`src/rtl/snn_ff_pkg.sv`:
```
// Shared types and sizing helpers for the synaptic update path.
package snn_ff_pkg;

    typedef enum logic [2:0] {
        StIdle,
        StPreFetch,
        StUpdRd,
        StUpdWr,
        StDone
    } upd_state_t;

    function automatic int unsigned words_per_pre(input int unsigned n_out,
                                                  input int unsigned n_par);
        return n_out / n_par;
    endfunction

    localparam int unsigned W = words_per_pre(256, 4);

endpackage

```
`src/rtl/synaptic_update_sequencer.sv`:
```
// Arbitrates the shared weight/gradient SRAMs between full training sweeps (read-then-write
// per word) and idle-time inference reads.
module synaptic_update_sequencer
    import snn_ff_pkg::*;
#(
    parameter int unsigned INPUT_NEURON              = 784,
    parameter int unsigned OUTPUT_NEURON             = 256,
    parameter int unsigned POST_NEUR_PARALLEL        = 4,
    parameter int unsigned PRE_NEUR_ADDR_WIDTH       = 10,
    parameter int unsigned POST_NEUR_WORD_ADDR_WIDTH = 8,
    parameter int unsigned SYN_ARRAY_ADDR_WIDTH      = 16
) (
    input  logic                                 i_clk,
    input  logic                                 i_rst,
    input  logic                                 i_is_train,
    input  logic                                 i_start_update,
    input  logic                                 i_inf_req,
    input  logic [SYN_ARRAY_ADDR_WIDTH-1:0]      i_inf_addr,
    output logic                                 o_inf_gnt,
    output logic                                 o_ctrl_synarray_cs,
    output logic                                 o_ctrl_synarray_we,
    output logic [SYN_ARRAY_ADDR_WIDTH-1:0]      o_ctrl_synarray_addr,
    output logic                                 o_ctrl_grad_array_cs,
    output logic                                 o_ctrl_grad_array_we,
    output logic [PRE_NEUR_ADDR_WIDTH-1:0]       o_ctrl_pre_neur_addr,
    output logic [POST_NEUR_WORD_ADDR_WIDTH-1:0] o_ctrl_post_neur_word_addr,
    output logic                                 o_busy,
    output logic                                 o_update_done
);

    localparam int unsigned WORDS = words_per_pre(OUTPUT_NEURON, POST_NEUR_PARALLEL);
    localparam logic [POST_NEUR_WORD_ADDR_WIDTH-1:0] LAST_POST =
        POST_NEUR_WORD_ADDR_WIDTH'(WORDS - 1);
    localparam logic [PRE_NEUR_ADDR_WIDTH-1:0] LAST_PRE =
        PRE_NEUR_ADDR_WIDTH'(INPUT_NEURON - 1);

    upd_state_t                           r_state;
    logic                                 r_cs;
    logic                                 r_we;
    logic [SYN_ARRAY_ADDR_WIDTH-1:0]      r_addr;
    logic [PRE_NEUR_ADDR_WIDTH-1:0]       r_pre_cnt;
    logic [POST_NEUR_WORD_ADDR_WIDTH-1:0] r_post_cnt;
    logic                                 r_busy;
    logic                                 r_done;

    logic w_idle;
    logic w_start;
    logic w_inf_gnt;

    assign w_idle    = (r_state == StIdle);
    assign w_start   = w_idle & i_start_update & i_is_train;
    // A sweep start takes priority over a same-cycle inference request.
    assign w_inf_gnt = w_idle & ~i_rst & i_inf_req & ~w_start;

    assign o_inf_gnt                  = w_inf_gnt;
    assign o_ctrl_synarray_cs         = w_idle ? w_inf_gnt : r_cs;
    assign o_ctrl_synarray_we         = w_idle ? 1'b0 : r_we;
    assign o_ctrl_synarray_addr       = (w_idle & ~i_rst) ? i_inf_addr : r_addr;
    assign o_ctrl_grad_array_cs       = r_cs;
    assign o_ctrl_grad_array_we       = r_we;
    assign o_ctrl_pre_neur_addr       = r_pre_cnt;
    assign o_ctrl_post_neur_word_addr = r_post_cnt;
    assign o_busy                     = r_busy;
    assign o_update_done              = r_done;

    // Outputs are loaded on entry to each state, so they are valid for the whole state cycle.
    always_ff @(posedge i_clk or posedge i_rst) begin
        if (i_rst) begin
            r_state    <= StIdle;
            r_cs       <= 1'b0;
            r_we       <= 1'b0;
            r_addr     <= '0;
            r_pre_cnt  <= '0;
            r_post_cnt <= '0;
            r_busy     <= 1'b0;
            r_done     <= 1'b0;
        end else begin
            unique case (r_state)
                StIdle: begin
                    if (w_start) begin
                        r_state    <= StPreFetch;
                        r_cs       <= 1'b0;
                        r_we       <= 1'b0;
                        r_addr     <= '0;
                        r_pre_cnt  <= '0;
                        r_post_cnt <= '0;
                        r_busy     <= 1'b1;
                    end
                end
                StPreFetch: begin
                    r_state <= StUpdRd;
                    r_cs    <= 1'b1;
                    r_we    <= 1'b0;
                end
                StUpdRd: begin
                    r_state <= StUpdWr;
                    r_we    <= 1'b1;
                end
                StUpdWr: begin
                    // Running address counter stands in for pre_cnt*W + post_cnt.
                    r_addr <= r_addr + 1'b1;
                    r_we   <= 1'b0;
                    if (r_post_cnt == LAST_POST) begin
                        r_post_cnt <= '0;
                        r_cs       <= 1'b0;
                        if (r_pre_cnt == LAST_PRE) begin
                            r_state <= StDone;
                            r_busy  <= 1'b0;
                            r_done  <= 1'b1;
                        end else begin
                            r_pre_cnt <= r_pre_cnt + 1'b1;
                            r_state   <= StPreFetch;
                        end
                    end else begin
                        r_post_cnt <= r_post_cnt + 1'b1;
                        r_state    <= StUpdRd;
                    end
                end
                StDone: begin
                    r_done  <= 1'b0;
                    r_state <= StIdle;
                end
                default: begin
                    r_state <= StIdle;
                end
            endcase
        end
    end

endmodule

```
`config.mk`:
```
export PLATFORM = sky130hd
export DESIGN_NAME = synaptic_update_sequencer
export DESIGN_NICKNAME = d
export VERILOG_FILES = /design/src/rtl/snn_ff_pkg.sv /design/src/rtl/synaptic_update_sequencer.sv
export SDC_FILE = /design/constraint.sdc
export NUM_CORES = 1
export LEC_CHECK = 0
export ABC_AREA = 1
export CELL_PAD_IN_SITES_DETAIL_PLACEMENT = 0
export CELL_PAD_IN_SITES_GLOBAL_PLACEMENT = 1
export CORE_MARGIN = 3
export CORE_UTILIZATION = 35
export DETAILED_ROUTE_END_ITERATION = 7
export PLACE_DENSITY = 0.76
export SETUP_SLACK_MARGIN = 0.3
export SYNTH_ARGS = -nofsm -noshare
export SYNTH_HDL_FRONTEND = slang
export SYNTH_SLANG_ARGS = --single-unit
```
`constraint.sdc`:
```
create_clock -name i_clk -period 2.2 [get_ports i_clk]
set_input_delay 0.44 -clock i_clk [delete_from_list [all_inputs] [get_ports i_clk]]
set_output_delay 0.44 -clock i_clk [all_outputs]
set_load 0.05 [all_outputs]
```
# == After elaboration in Yosys (flattened, before gate mapping) ==
# Index checks and enable logic that the tools add are counted.
# W data, S select, Z words.
# totals
ff_bits,41
input_bits,21
# op_classes
n_addsub,3
n_eq_ne,10
mux,27
bitwise,7
reduce_logical,12
# op_table
cell,count
$mux W16,2
$pmux W16 S2,1
$mux W10,3
$pmux W10 S2,1
$add A16 B1 Y16 const B,1
$mux W8,2
$pmux W8 S2,1
$pmux W3 S4,1
$add A10 B1 Y10 const B,1
$eq A10 B10 Y1 const B,1
$mux W1,9
$mux W3,3
$add A8 B1 Y8 const B,1
$eq A8 B6 Y1 const B,1
$reduce_and A4 Y1,2
$eq A3 B2 Y1 const B,2
$ne A2 B2 Y1 const B,3
$pmux W1 S3,2
$reduce_and A3 Y1,2
$reduce_bool A3 Y1,2
$and A1 B1 Y1,5
$pmux W1 S2,2
$reduce_and A2 Y1,2
$reduce_bool A2 Y1,2
6 further kinds,7

# == Longest topological paths before layout ==
# logic_depth
word_depth,6
mapped_depth,10
ltp_nobuf,10

# == Worst setup path after synthesis ==
# OpenSTA, ideal clock, no wires.
# synth_timing
kind,input port to output port
start,input port i_rst
end,output port o_ctrl_synarray_cs
arrival_ns,1.911
slack_ns,-0.151
cell_stages,3
path_cell_list,inv_1 -> nand3_1 -> nand2_1
# synth_between
elab_chain_cells,5
# synth_lines
element,line,text
start: declaration,synaptic_update_sequencer.sv:14,"input logic i_rst,"
$not A1 Y1,synaptic_update_sequencer.sv:53,assign w_inf_gnt = w_idle & ~i_rst & i_inf_req & ~w_start;
$and A1 B1 Y1 (3 in a row),synaptic_update_sequencer.sv:53,
$mux W1,synaptic_update_sequencer.sv:56,assign o_ctrl_synarray_cs = w_idle ? w_inf_gnt : r_cs;
end: declaration,synaptic_update_sequencer.sv:20,"output logic o_ctrl_synarray_cs,"
# Every way passes these cells.

# == Worst setup path in the final report ==
# layout_timing
start,register r_state[0]
end,output port o_ctrl_synarray_addr[14]
# layout_between
elab_chain_cells,3
# layout_lines
element,line,text
start: declaration,synaptic_update_sequencer.sv:37,upd_state_t r_state;
start signal: assignment,synaptic_update_sequencer.sv:69,r_state <= StIdle;
start signal: assignment,synaptic_update_sequencer.sv:81,r_state <= StPreFetch;
start signal: assignment,synaptic_update_sequencer.sv:91,r_state <= StUpdRd;
$logic_not A3 Y1,synaptic_update_sequencer.sv:50,assign w_idle = (r_state == StIdle);
$and A1 B1 Y1,synaptic_update_sequencer.sv:58,assign o_ctrl_synarray_addr = (w_idle & ~i_rst) ? i_inf_addr : r_addr;
$mux W16,synaptic_update_sequencer.sv:58,
end: declaration,synaptic_update_sequencer.sv:22,"output logic [SYN_ARRAY_ADDR_WIDTH-1:0] o_ctrl_synarray_addr,"
# Every way passes these cells.

==> results.yml <==
status:
  status: "finished, final reports clean"
clock_tree:
  numCtsBuffers: 5
  cts_tree: "built"
  clock-sinks: 41
  clock_latency_ns: 0.29
  clkTransAtPathRegs_ns: 0.08
  h-tree-depth: 2
  hold_buffers: 0
  cts_root_buf: "clkbuf_8"
  clock_path_buffers: 2
min_path:
  hold_start: "r_addr[15]"
  min_path_type: "reg -> reg"
  holdPathEnd: "r_addr[15]"
  holdPathStages: 2
critical_path:
  reg2reg_depth: 10
  startpoint_type: "flop"
  timing.rr.end: "o_ctrl_post_neur_word_addr[2]"
  cp.required_ns: 1.76
  rrSetupSlack_ns: 0.50
  r2r-start: "r_state[0]"
  cp_max_fo: 7
  critPathCaptureType: "output pin"
  cp.arrival_ns: 1.61
  path_class: "reg -> out"
layout:
  antenna_cells: 0
  layout_common_cells: "nand2_1, dfrtp_1, inv_1"
  layout.cells.most_common: "nand2_1"
  drive_gt1_share_pct: 23.7
  syn_to_final_growth_pct: 50.0
  fillCellCount: 704
  finalNetCount: 471
sta:
  skew_ns: 0.00885
  hold-worst-slack_ns: 0.517
  fmax_ghz: 0.489
  rsz0062_at_grt: "yes"
  fin_crit_sh_pct: 93.0
  maxSlewHeadroom_pct: 64.3
  period_minus_slack_ns: 2.05
  setup_slack_ns: 0.154
  finalSetupTns_ns: 0
  hold_viol: 0
  drv_slew: 0
  final-setup-viol-count: 0
  tightestPinTransition_ns: 0.535
power:
  p_leak_nw: 1.86
  ir_drop_mv: 0.484
  power_density_nw_per_um2: 1180
logic_synthesis:
  syn_nets: 390
  ys_types: 28
  syn_area_per_cell_um2: 7.08
  synth_xor_xnor_area_share_pct: 1.69
  postSynthCellCount: 366
  synth-simple-area-share_pct: 39.0
  synth_warnings: 0
  yosysSeqAreaShare_pct: 39.6
  synth-adder-area-share_pct: 1.45
  synth_area_um2: 2590
  synth_compound_gate_area_share_pct: 9.80
  synth-seq-cells: 41
  synth.area.mux_share_pct: 0
  synth_top_family_by_area: "simple AND/OR/NAND/NOR gates"
routing:
  drt_iter0_markers: 54
  wire_per_inst_um: 13.4
  drc_errors: 0
  ant_nets: 0
  routed_wl_mm: 7.28
  first_pass_iters: 7
  vias_per_cell: 4.78
  via_count: 2599
global_routing:
  gr-usage-met3_pct: 3.53
  grt_pass1_wl_mm: 11.6
  met2_usage_pct: 27.4
  track_usage_pct: 16.7
  grt_pass1_vias: 2430
  grt_overflow: 0
  busiest_layer: "met2"
  met1_usage_pct: 22.6
  antenna_found_initial: 0
  grt_max_degree: 42
floorplan:
  die_y_um: 92.0
  die_w_um: 92.0
  core_um2: 6980
  ios: 62
  row_count: 30
  fp.dieArea_um2: 8470
  initial_core_util_pct: 37.1
flow_run:
  cap_violations: 0
placed_design:
  port_buffers: 61
  place_ws_ns: 0.0760
  gp_congestion: 0.796
  dpl.hpwl_mm: 5.17
-- per-stage QoR --
step / cells / cell area, um2 / power, W / utilization, %
final: 544 / 3890 / 0.00460 / 55.7
after global placement: 523 / 3480 / 0.00375 / 49.8
after floorplan: 366 / 2640 / 0.00285 / -
after detailed placement: 523 / 3480 / 0.00377 / 49.8
after global routing: 544 / 3890 / 0.00488 / 55.7
after CTS: 537 / 3630 / 0.00437 / 52.0
-- cell families (layout without fill, tap and decap cells) --
| group | count (synthesis) | in the layout |
|---|---|---|
| xor gates and xnor gates | 5 | 5 |
| DFF | 41 | 41 |
| adders and majority gates | 3 | 3 |
| buffers and inverters | 51 | 133 |
| and+or+nand+nor | 218 | 218 |
| AOI/OAI and AO/OA | 48 | 48 |
-- worst max-delay path by stage --
stage / end / from
floorplan: o_inf_gnt / i_rst
global placement: o_ctrl_synarray_addr[10] / i_rst
detailed placement: o_ctrl_synarray_addr[15] / i_rst
CTS: o_ctrl_synarray_addr[15] / r_state[2]
global route: o_ctrl_synarray_addr[14] / r_state[0]
finish: o_ctrl_synarray_addr[14] / r_state[0]
-- what timing repair did --
item | 4_1_cts | 5_1_grt
pin swaps | 1 | 7
endpoints found under the hold margin | 0 | 0
setup endpoints to repair | 39 | 22
gates cloned | 0 | 3
resized for setup | 38 | 39
setup buffers | 6 | 4
-- synthesized netlist by cell type --
library cell,n,area share [%]
nand2_1,120,17
dfrtp_1,41,40
inv_1,40,5.8
nand3_1,32,6.2
nor2_1,31,4.5
o21ai_0,27,5.2
a21oi_1,7,1.4
nand4_1,7,1.7
nand2_4,6,2.6
o21ai_1,6,1.2
nand2_2,5,1.2
o22ai_1,5,1.2
xor2_1,5,1.7
nor2_2,4,0.97
nor3_1,4,0.77
buf_6,3,1.3
ha_1,3,1.4
inv_2,3,0.43
nor2_4,3,1.3
and2_1,2,0.48
buf_2,2,0.39
clkbuf_1,2,0.29
nand3_4,2,1.4
o31ai_1,2,0.58
inv_4,1,0.24
nand3b_1,1,0.29
nor3b_1,1,0.29
o211ai_1,1,0.29
-- power by group --
part / internal (W) / total (W) / switching [W]
registers: 0.000934 / 0.00111 / 0.000174
clock network: 0.000254 / 0.000522 / 0.000267
logic: 0.00109 / 0.00297 / 0.00188
-- critical path, stage by stage (launching register included) --
cell and delay [ns]:
dfrtp_2 0.43, nor2_4 0.14, nand2_4 0.07, nor2_4 0.10
buf_12 0.15, clkbuf_16 0.16, nand2_4 0.05, o21ai_4 0.06
buf_12 0.15
-- per-layer routing --
metal / routed length (um) / vias to the layer above
li1: - / 1335
met1: 3310 / 1195
met2: 3600 / 65
met3: 308 / 4
met4: 52 / 0
met5: 0 / -
-- sequential cells by signal, summed over array words and instances, names as in the netlist --
signal	flops
r_state	3
o_busy	1
o_update_done	1
o_ctrl_grad_array_we	1
r_addr	16
o_ctrl_pre_neur_addr	10
o_ctrl_post_neur_word_addr	8
o_ctrl_grad_array_cs	1
-- area by class of cell --
type                    instances  area [um2]  share of cell area, %
flip-flops and latches         41        1030                   26.5
multi-input cells             274        1520                   39.1
well taps                      96         120                   3.09
repair buffers                 81         947                   24.4
inverters                      44         174                   4.48
clock buffers                   6        82.6                   2.12
clock inverters                 2        13.8                  0.354
Note: power is estimated with default switching activity, not from simulation.
